**config.mk**
```make
export PLATFORM = sky130hd
export DESIGN_NAME = suart_rx_frontend_flat
export DESIGN_NICKNAME = d
export VERILOG_FILES = /design/src/rtl/suart_rx_frontend_pkg.sv /design/src/rtl/suart_rx_frontend_if.sv /design/src/rtl/suart_rx_fifo.sv /design/src/rtl/suart_rx_frontend.sv /design/src/flat_wrapper.sv
export SDC_FILE = /design/constraint.sdc
export NUM_CORES = 1
export LEC_CHECK = 0
export CORE_MARGIN = 3
export CORE_UTILIZATION = 59
export DETAILED_ROUTE_END_ITERATION = 7
export GPL_ROUTABILITY_DRIVEN = 1
export PLACE_DENSITY = 0.8
export SLEW_MARGIN = 20
export SYNTH_ARGS = -nofsm -noshare
export SYNTH_HDL_FRONTEND = slang
export SYNTH_HIERARCHICAL = 1
export SYNTH_SLANG_ARGS = --single-unit
```
**constraint.sdc**
```tcl
create_clock -name clk_i -period 6.7 [get_ports clk_i]
set_clock_uncertainty 0.2 [all_clocks]
set_input_delay 2.01 -clock clk_i [delete_from_list [all_inputs] [get_ports clk_i]]
set_output_delay 2.01 -clock clk_i [all_outputs]
set_load 0.02 [all_outputs]
```
**src/rtl/suart_rx_frontend_pkg.sv**
```systemverilog
// Shared UART definitions (package ubsoc_uart_pkg), used by the RX front end
// and later by the TX block.
//   DATA_BITS   - payload bits per 8N1 frame
//   MIN_DIV     - smallest clocks-per-bit divisor that is honoured
//   DEFAULT_DIV - divisor used when the configured one is too small
//   rx_state_t  - receiver frame state
package ubsoc_uart_pkg;

  localparam int unsigned DATA_BITS   = 8;
  localparam int unsigned MIN_DIV     = 4;
  localparam int unsigned DEFAULT_DIV = 434;

  typedef enum logic [1:0] {
    IDLE  = 2'd0,
    START = 2'd1,
    DATA  = 2'd2,
    STOP  = 2'd3
  } rx_state_t;

endpackage

```
**src/rtl/suart_rx_frontend_if.sv**
```systemverilog
// Byte-stream handshake between the UART receive FIFO and the bus-side
// register logic.
//   data_o       - FIFO head byte
//   valid_o      - FIFO non-empty
//   ready_i      - consumer takes the head byte when valid_o && ready_i
//   fifo_level_o - current entry count
// master: the receive front end; slave: the consumer.
interface suart_rx_frontend_if
  import ubsoc_uart_pkg::*;
#(
  parameter int unsigned FIFO_DEPTH = 4
);
  localparam int unsigned LVL_W = $clog2(FIFO_DEPTH) + 1;

  logic [DATA_BITS-1:0] data_o;
  logic                 valid_o;
  logic                 ready_i;
  logic [LVL_W-1:0]     fifo_level_o;

  modport master (output data_o, valid_o, fifo_level_o, input ready_i);
  modport slave  (input data_o, valid_o, fifo_level_o, output ready_i);
endinterface

```
**src/rtl/suart_rx_fifo.sv**
```systemverilog
// Synchronous first-word-fall-through FIFO; the head entry is read straight
// out of storage, so dout_o is valid in the same cycle as !empty_o.
//   clk_i, rst_i - clock, synchronous active-high reset
//   push_i/din_i - write; accepted when not full, or full with a pop
//   pop_i        - read; ignored while empty
//   dout_o       - head entry
//   full_o, empty_o, level_o - status
module suart_rx_fifo #(
  parameter int unsigned DEPTH = 4,
  parameter int unsigned WIDTH = 8
) (
  input  logic                     clk_i,
  input  logic                     rst_i,
  input  logic                     push_i,
  input  logic [WIDTH-1:0]         din_i,
  input  logic                     pop_i,
  output logic [WIDTH-1:0]         dout_o,
  output logic                     full_o,
  output logic                     empty_o,
  output logic [$clog2(DEPTH):0]   level_o
);
  localparam int unsigned PW = $clog2(DEPTH);

  logic [WIDTH-1:0] mem [DEPTH];
  logic [PW-1:0]    wr_ptr;
  logic [PW-1:0]    rd_ptr;
  logic [PW:0]      count;
  logic             do_push;
  logic             do_pop;

  assign empty_o = (count == '0);
  assign full_o  = (count == (PW+1)'(DEPTH));
  assign level_o = count;
  assign dout_o  = mem[rd_ptr];

  assign do_pop  = pop_i && !empty_o;
  // When full, a same-cycle pop frees the slot being written (wr_ptr == rd_ptr).
  assign do_push = push_i && (!full_o || do_pop);

  always_ff @(posedge clk_i) begin
    if (rst_i) begin
      wr_ptr <= '0;
      rd_ptr <= '0;
      count  <= '0;
      for (int unsigned i = 0; i < DEPTH; i++) mem[i] <= '0;
    end else begin
      if (do_push) begin
        mem[wr_ptr] <= din_i;
        wr_ptr      <= wr_ptr + 1'b1;
      end
      if (do_pop) rd_ptr <= rd_ptr + 1'b1;
      case ({do_push, do_pop})
        2'b10:   count <= count + 1'b1;
        2'b01:   count <= count - 1'b1;
        default: count <= count;
      endcase
    end
  end
endmodule

```
**src/rtl/suart_rx_frontend.sv**
```systemverilog
// UART receive front end: oversamples rx_i, decodes 8N1 frames, queues bytes
// in a small FIFO and hands them out over a valid/ready interface.
//   clk_i, rst_i - clock, synchronous active-high reset
//   rx_i         - asynchronous serial input, idles high
//   cfg_div_i    - clocks per bit (DEFAULT_DIV used below MIN_DIV)
//   rx_bus       - byte handshake (data/valid/ready/level), master side
//   busy_o       - frame in progress
//   frame_err_o  - sticky, stop bit sampled low
//   overrun_o    - sticky, byte dropped on a full FIFO
//   clr_err_i    - clears both sticky flags (a same-cycle set wins)
module suart_rx_frontend #(
  parameter int unsigned FIFO_DEPTH  = 4,
  parameter int unsigned DEFAULT_DIV = ubsoc_uart_pkg::DEFAULT_DIV,
  parameter int unsigned MIN_DIV     = ubsoc_uart_pkg::MIN_DIV
) (
  input  logic               clk_i,
  input  logic               rst_i,
  input  logic               rx_i,
  input  logic [31:0]        cfg_div_i,
  suart_rx_frontend_if.master rx_bus,
  output logic               busy_o,
  output logic               frame_err_o,
  output logic               overrun_o,
  input  logic               clr_err_i
);
  import ubsoc_uart_pkg::*;

  localparam int unsigned LVL_W = $clog2(FIFO_DEPTH) + 1;

  logic                 sync1, sync2, prev;
  logic                 cur, fall;
  logic [31:0]          div_sel, div_q, cnt;
  logic [2:0]           bit_idx;
  logic [DATA_BITS-1:0] shreg;
  rx_state_t            state;
  logic                 stop_fire, pop, full, empty, push, ovr_set, fe_set;
  logic [LVL_W-1:0]     level;

  // Sync flops reset high so releasing reset never looks like a start edge.
  always_ff @(posedge clk_i) begin
    if (rst_i) begin
      sync1 <= 1'b1;
      sync2 <= 1'b1;
      prev  <= 1'b1;
    end else begin
      sync1 <= rx_i;
      sync2 <= sync1;
      prev  <= sync2;
    end
  end

  assign cur     = sync2;
  assign fall    = prev && !cur;
  assign div_sel = (cfg_div_i < MIN_DIV) ? 32'(DEFAULT_DIV) : cfg_div_i;
  assign busy_o  = (state != IDLE);

  assign stop_fire = (state == STOP) && (cnt == '0);
  assign pop       = rx_bus.valid_o && rx_bus.ready_i;
  assign push      = stop_fire && cur && (!full || pop);
  assign ovr_set   = stop_fire && cur && full && !pop;
  assign fe_set    = stop_fire && !cur;

  always_ff @(posedge clk_i) begin
    if (rst_i) begin
      state   <= IDLE;
      cnt     <= '0;
      div_q   <= 32'(DEFAULT_DIV);
      bit_idx <= '0;
      shreg   <= '0;
    end else begin
      case (state)
        IDLE: begin
          if (fall) begin
            div_q <= div_sel;
            cnt   <= (div_sel >> 1) - 32'd1;
            state <= START;
          end
        end
        START: begin
          if (cnt == '0) begin
            if (!cur) begin
              cnt     <= div_q - 32'd1;
              bit_idx <= '0;
              state   <= DATA;
            end else begin
              state <= IDLE;
            end
          end else begin
            cnt <= cnt - 32'd1;
          end
        end
        DATA: begin
          if (cnt == '0) begin
            shreg   <= {cur, shreg[DATA_BITS-1:1]};
            cnt     <= div_q - 32'd1;
            bit_idx <= bit_idx + 3'd1;
            if (bit_idx == 3'(DATA_BITS - 1)) state <= STOP;
          end else begin
            cnt <= cnt - 32'd1;
          end
        end
        STOP: begin
          if (cnt == '0) state <= IDLE;
          else           cnt   <= cnt - 32'd1;
        end
        default: state <= IDLE;
      endcase
    end
  end

  always_ff @(posedge clk_i) begin
    if (rst_i) begin
      frame_err_o <= 1'b0;
      overrun_o   <= 1'b0;
    end else begin
      if (fe_set)         frame_err_o <= 1'b1;
      else if (clr_err_i) frame_err_o <= 1'b0;
      if (ovr_set)        overrun_o   <= 1'b1;
      else if (clr_err_i) overrun_o   <= 1'b0;
    end
  end

  suart_rx_fifo #(
    .DEPTH (FIFO_DEPTH),
    .WIDTH (DATA_BITS)
  ) u_fifo (
    .clk_i   (clk_i),
    .rst_i   (rst_i),
    .push_i  (push),
    .din_i   (shreg),
    .pop_i   (rx_bus.ready_i),
    .dout_o  (rx_bus.data_o),
    .full_o  (full),
    .empty_o (empty),
    .level_o (level)
  );

  assign rx_bus.valid_o      = !empty;
  assign rx_bus.fifo_level_o = level;
endmodule

```
**src/flat_wrapper.sv**
```systemverilog
// flat-port wrapper written by rule: the top's interface ports become plain ports
module suart_rx_frontend_flat import ubsoc_uart_pkg::*;
#(
  parameter int unsigned FIFO_DEPTH  = 4,
  parameter int unsigned DEFAULT_DIV = ubsoc_uart_pkg::DEFAULT_DIV,
  parameter int unsigned MIN_DIV     = ubsoc_uart_pkg::MIN_DIV
)
  (clk_i, rst_i, rx_i, cfg_div_i, busy_o, frame_err_o, overrun_o, clr_err_i, rx_bus_data_o, rx_bus_valid_o, rx_bus_fifo_level_o, rx_bus_ready_i);
  suart_rx_frontend_if #(.FIFO_DEPTH(FIFO_DEPTH)) rx_bus_i ();
  input  logic clk_i;
  input  logic rst_i;
  input  logic rx_i;
  input  logic [31:0] cfg_div_i;
  output logic busy_o;
  output logic frame_err_o;
  output logic overrun_o;
  input  logic clr_err_i;
  output wire logic [$bits(rx_bus_i.data_o)-1:0] rx_bus_data_o;
  output wire logic [$bits(rx_bus_i.valid_o)-1:0] rx_bus_valid_o;
  output wire logic [$bits(rx_bus_i.fifo_level_o)-1:0] rx_bus_fifo_level_o;
  input wire logic [$bits(rx_bus_i.ready_i)-1:0] rx_bus_ready_i;
  assign rx_bus_data_o = rx_bus_i.data_o;
  assign rx_bus_valid_o = rx_bus_i.valid_o;
  assign rx_bus_fifo_level_o = rx_bus_i.fifo_level_o;
  assign rx_bus_i.ready_i = rx_bus_ready_i;
  suart_rx_frontend #(.FIFO_DEPTH(FIFO_DEPTH), .DEFAULT_DIV(DEFAULT_DIV), .MIN_DIV(MIN_DIV)) u_core (.clk_i(clk_i), .rst_i(rst_i), .rx_i(rx_i), .cfg_div_i(cfg_div_i), .rx_bus(rx_bus_i), .busy_o(busy_o), .frame_err_o(frame_err_o), .overrun_o(overrun_o), .clr_err_i(clr_err_i));
endmodule
```
==> results.md <==
- CTS clk-pin slew, worst paths: 0.05 ns
- ANT nets after route: 0
- Post-synth net total: 892
- Most frequent cells in the layout: nand2_1 (116), dfxtp_1 (91), a21oi_1 (71)
- Reg power frac: 0.349
- Global Route Usage Sum: 0.2778
- Sequential area share after synthesis: 0.3795
- DP HPWL: 13.53 mm
- Diode count: 0
- Max Cap Violations: 0
- P_int: 1714 µW
- Worst path slowest cell: nor4_1
- End of the critical path: u_core/cnt[18]
- Maximum VDD drop: 0.3158 mV
- Ys flop type: dfxtp_1
- DRC violations left: 0
- Pwr/cell area: 295.7 mW/mm²
- FMAX: 181.6 MHz
- Crit path max fanout: 14
- Vias: 6753
- Clk buf depth: 2
- Worst Path Arrival: 5.61 ns
- Top cell type's share of synthesized area: 0.2485
- Fin. max-slew vios: 0
- Mux cell area share after synthesis: 0.02884
- Adder-Cell Fraction of Synth Area: 0.01980
- HP Class: reg -> reg
- Avg Inst Size Synth: 8.687 µm²
- Final setup viols: 0
- Simple-Gate Fraction of Synth Area: 0.2715
- Worst r2r src: u_core/cnt[0]
- Post-synth EDFFs: 32
- Post-synthesis compound-gate area fraction: 0.1720
- Count of unique library cells instantiated by Yosys: 82
- Nets: 924
- Routed len/inst: 18.43 µm
- Gate power share: 0.264
- Die height: 117.5 µm
- Critical Path Max Stage Delay: 0.69 ns
- CTS Hold Buffers Added: 0
- Clock power share: 0.388
- Port Buffers: 51
- Switching pwr: 808.5 µW
- Leakage: 0.002985 µW
- Resize count post-CTS: 0
- Drt first pass iters: 6
- Worst-path cell chain: clkdlybuf4s50_1 > nor4_1 > nand4bb_1 > nor3_2 > buf_4 > nor2_1 > ha_1 > nor2b_1 > nand2_1 > or4_1 > nand3_1 > a41o_1 > a32o_1
- Clock latency on the worst-skew pair: 0.41 ns
- Initial antenna violation count: 0
- Worst reg-to-reg path cell count: 15
- Die X-Extent: 117.5 µm
- Switching share of total power: 0.3205
- Vias in the first global route: 6437
- Status: complete, no violations
- First-pass GRT wire length: 31.25 mm
- Critical Path Stages: 13
- # fillers: 929
- Max_slew headroom: 0.3111
- Async set-reset flop share out of synthesis: 0
- Share of layout cells above drive strength 1: 0.09111
- RePlAce Congestion: 0.9311
- Initial detailed-routing violation count: 769
- FF+latch count, synth: 123
- Cell Area, Synth: 0.007332 mm²
- CTS Sinks: 123
- Synth area leaders: dfxtp_1 (25%), edfxtp_1 (13%), nand2_1 (5.9%), a21oi_1 (4.8%), xnor2_1 (4.7%)
- Combinational family with the most area after synthesis: simple AND/OR/NAND/NOR gates
- Total setup buffers inserted after CTS: 0
- Synth Instances: 844
- Met3 usage: 0.06776
- Setup WS pre-CTS: 0.9251 ns
- Worst r2r dst: u_core/u_fifo/level_o[2]
- Critical Path End Type: flip-flop
- Largest area contributor in the netlist: dfxtp_1
- Yosys Warn Count: 6
- CP Launch Point: cfg_div_i[19]
- Area Overhead vs Synth: 16.33%
- IO Count: 52
- GRT Max-Usage Layer: met2
- CTS tree: yes
- Setup_tns: 0 ns
- Final count of hold timing violations: 0
- Site Rows: 40
- Starting Density: 0.6079
- Met2 GRT Util: 0.4848
- Final worst path period share: 0.8221
- Fin worst setup slack: 1.192 ns
- WP buf/inv: 2
- Global route total overflow: 0
- Fin crit period: 5.508 ns
- Via density: 6.389
- Crit-path leading delay family: simple AND/OR/NAND/NOR gates
- Core area: 0.01206 mm²
- Met1 global-route usage: 0.3307
- CP required: 6.81 ns
- Crit start category: input port
- Largest net degree at the start of global routing: 52
- H-tree levels: 4
- Most common cell after layout, fill and taps aside: nand2_1
- Synth Area in XOR/XNOR: 0.08362
- Root Driver: clkbuf_16
- Type of the worst setup path: in -> reg
- RSZ-0062 raised after global routing: no
- WL final: 19.49 mm
- R2r setup slk: 2.97 ns
- DIE AREA: 0.01380 mm²
- CTS Buf Count: 17
- Slew @ Worst Pin: 1.022 ns
## layout make-up
type	instances	area (µm²)	area share
Inverter	21	78.83	0.009242
Tap cell	168	210.2	0.02464
Clock inverter	14	201.4	0.02362
Multi-Input combinational cell	651	4239	0.4970
Clock buffer	18	429.2	0.05032
Sequential cell	123	2783	0.3262
Timing Repair Buffer	62	588.1	0.06895
## worst register-to-register path, cell delays in order (launching register included)
cell and delay, ns:
dfxtp_1 0.35, inv_1 0.07, ha_1 0.21, nor4b_2 0.38, nand4_2 0.30, nor4_2 0.30
nand3_1 0.12, nor2_1 0.23, nor2b_1 0.38, inv_1 0.10, ha_1 0.24, inv_1 0.07
fa_1 0.18, xor2_1 0.08, or3_1 0.31, a21oi_1 0.15
## kinds of logic after synthesis
group,count (synthesis)
AOI/OAI and AO/OA,184
muxes,11
xor gates and xnor gates,70
adders and majority gates,11
buffers and inverters,70
DFF,123
and+or+nand+nor,375
## power by group through the flow
stage / clock network (µW) / logic, µW / registers (µW)
3_3_place_gp: 0 / 624 / 886
5_1_grt: 1020 / 719 / 885
4_1_cts: 984 / 651 / 876
2_1_floorplan: 0 / 486 / 872
3_5_place_dp: 0 / 644 / 891
6_report: 977 / 666 / 879
## per-stage QoR
stage                     hold slack [ns]  cell area, µm²  power (µW)  std cells    util
after floorplan                    0.1895            7332        1358        844       -
after global placement             0.1974            7893        1510       1025  0.6544
after detailed placement           0.2078            7893        1534       1025  0.6544
after CTS                          0.2202            8523        2512       1057  0.7066
after global routing               0.2400            8529        2626       1057  0.7072
final                              0.2142            8529        2522       1057  0.7072
## synthesized netlist by cell type, types with 9 or more instances
| library cell | n |
|---|---|
| nand2_1 | 116 |
| inv_1 | 20 |
| o21ai_0 | 21 |
| ha_1 | 10 |
| o31ai_1 | 9 |
| or3_1 | 13 |
| xnor2_1 | 39 |
| and2_1 | 34 |
| a21oi_1 | 71 |
| xor2_1 | 31 |
| dfxtp_1 | 91 |
| nor2_1 | 53 |
| or4_1 | 9 |
| nor4_1 | 22 |
| nand4_1 | 10 |
| nor3_1 | 47 |
| clkbuf_1 | 33 |
| nand3_1 | 22 |
| edfxtp_1 | 32 |
## worst min-delay path by stage
stage | startpoint | to | slack (ns) | cells after the start
floorplan | u_core/sync1 | u_core/cur | 0.19 | 1
global placement | u_core/sync1 | u_core/cur | 0.20 | 1
detailed placement | u_core/sync1 | u_core/cur | 0.21 | 1
CTS | u_core/sync1 | u_core/cur | 0.22 | 1
global route | u_core/sync1 | u_core/cur | 0.24 | 1
finish | u_core/sync1 | u_core/cur | 0.21 | 1
## state kept, by name, indices dropped and copies added (netlist names), named ones only
name and flops:
u_core/state 1, u_core/u_fifo/mem 32, u_core/shreg 8, u_core/u_fifo/wr_ptr 2, u_core/div_q 32, u_core/prev 1
u_core/cur 1, u_core/sync1 1, u_core/u_fifo/rd_ptr 2, u_core/cnt 32, u_core/frame_err_o 1, u_core/u_fifo/level_o 3
u_core/bit_idx 3, u_core/overrun_o 1
## routing by layer
layer	up-vias	share of wire	routed length [µm]
li1	3164	-	-
met1	3140	0.39	7550
met2	390	0.49	9585
met3	59	0.090	1753
met4	0	0.031	597
met5	-	0	0
(Power assumes the default switching activity.)
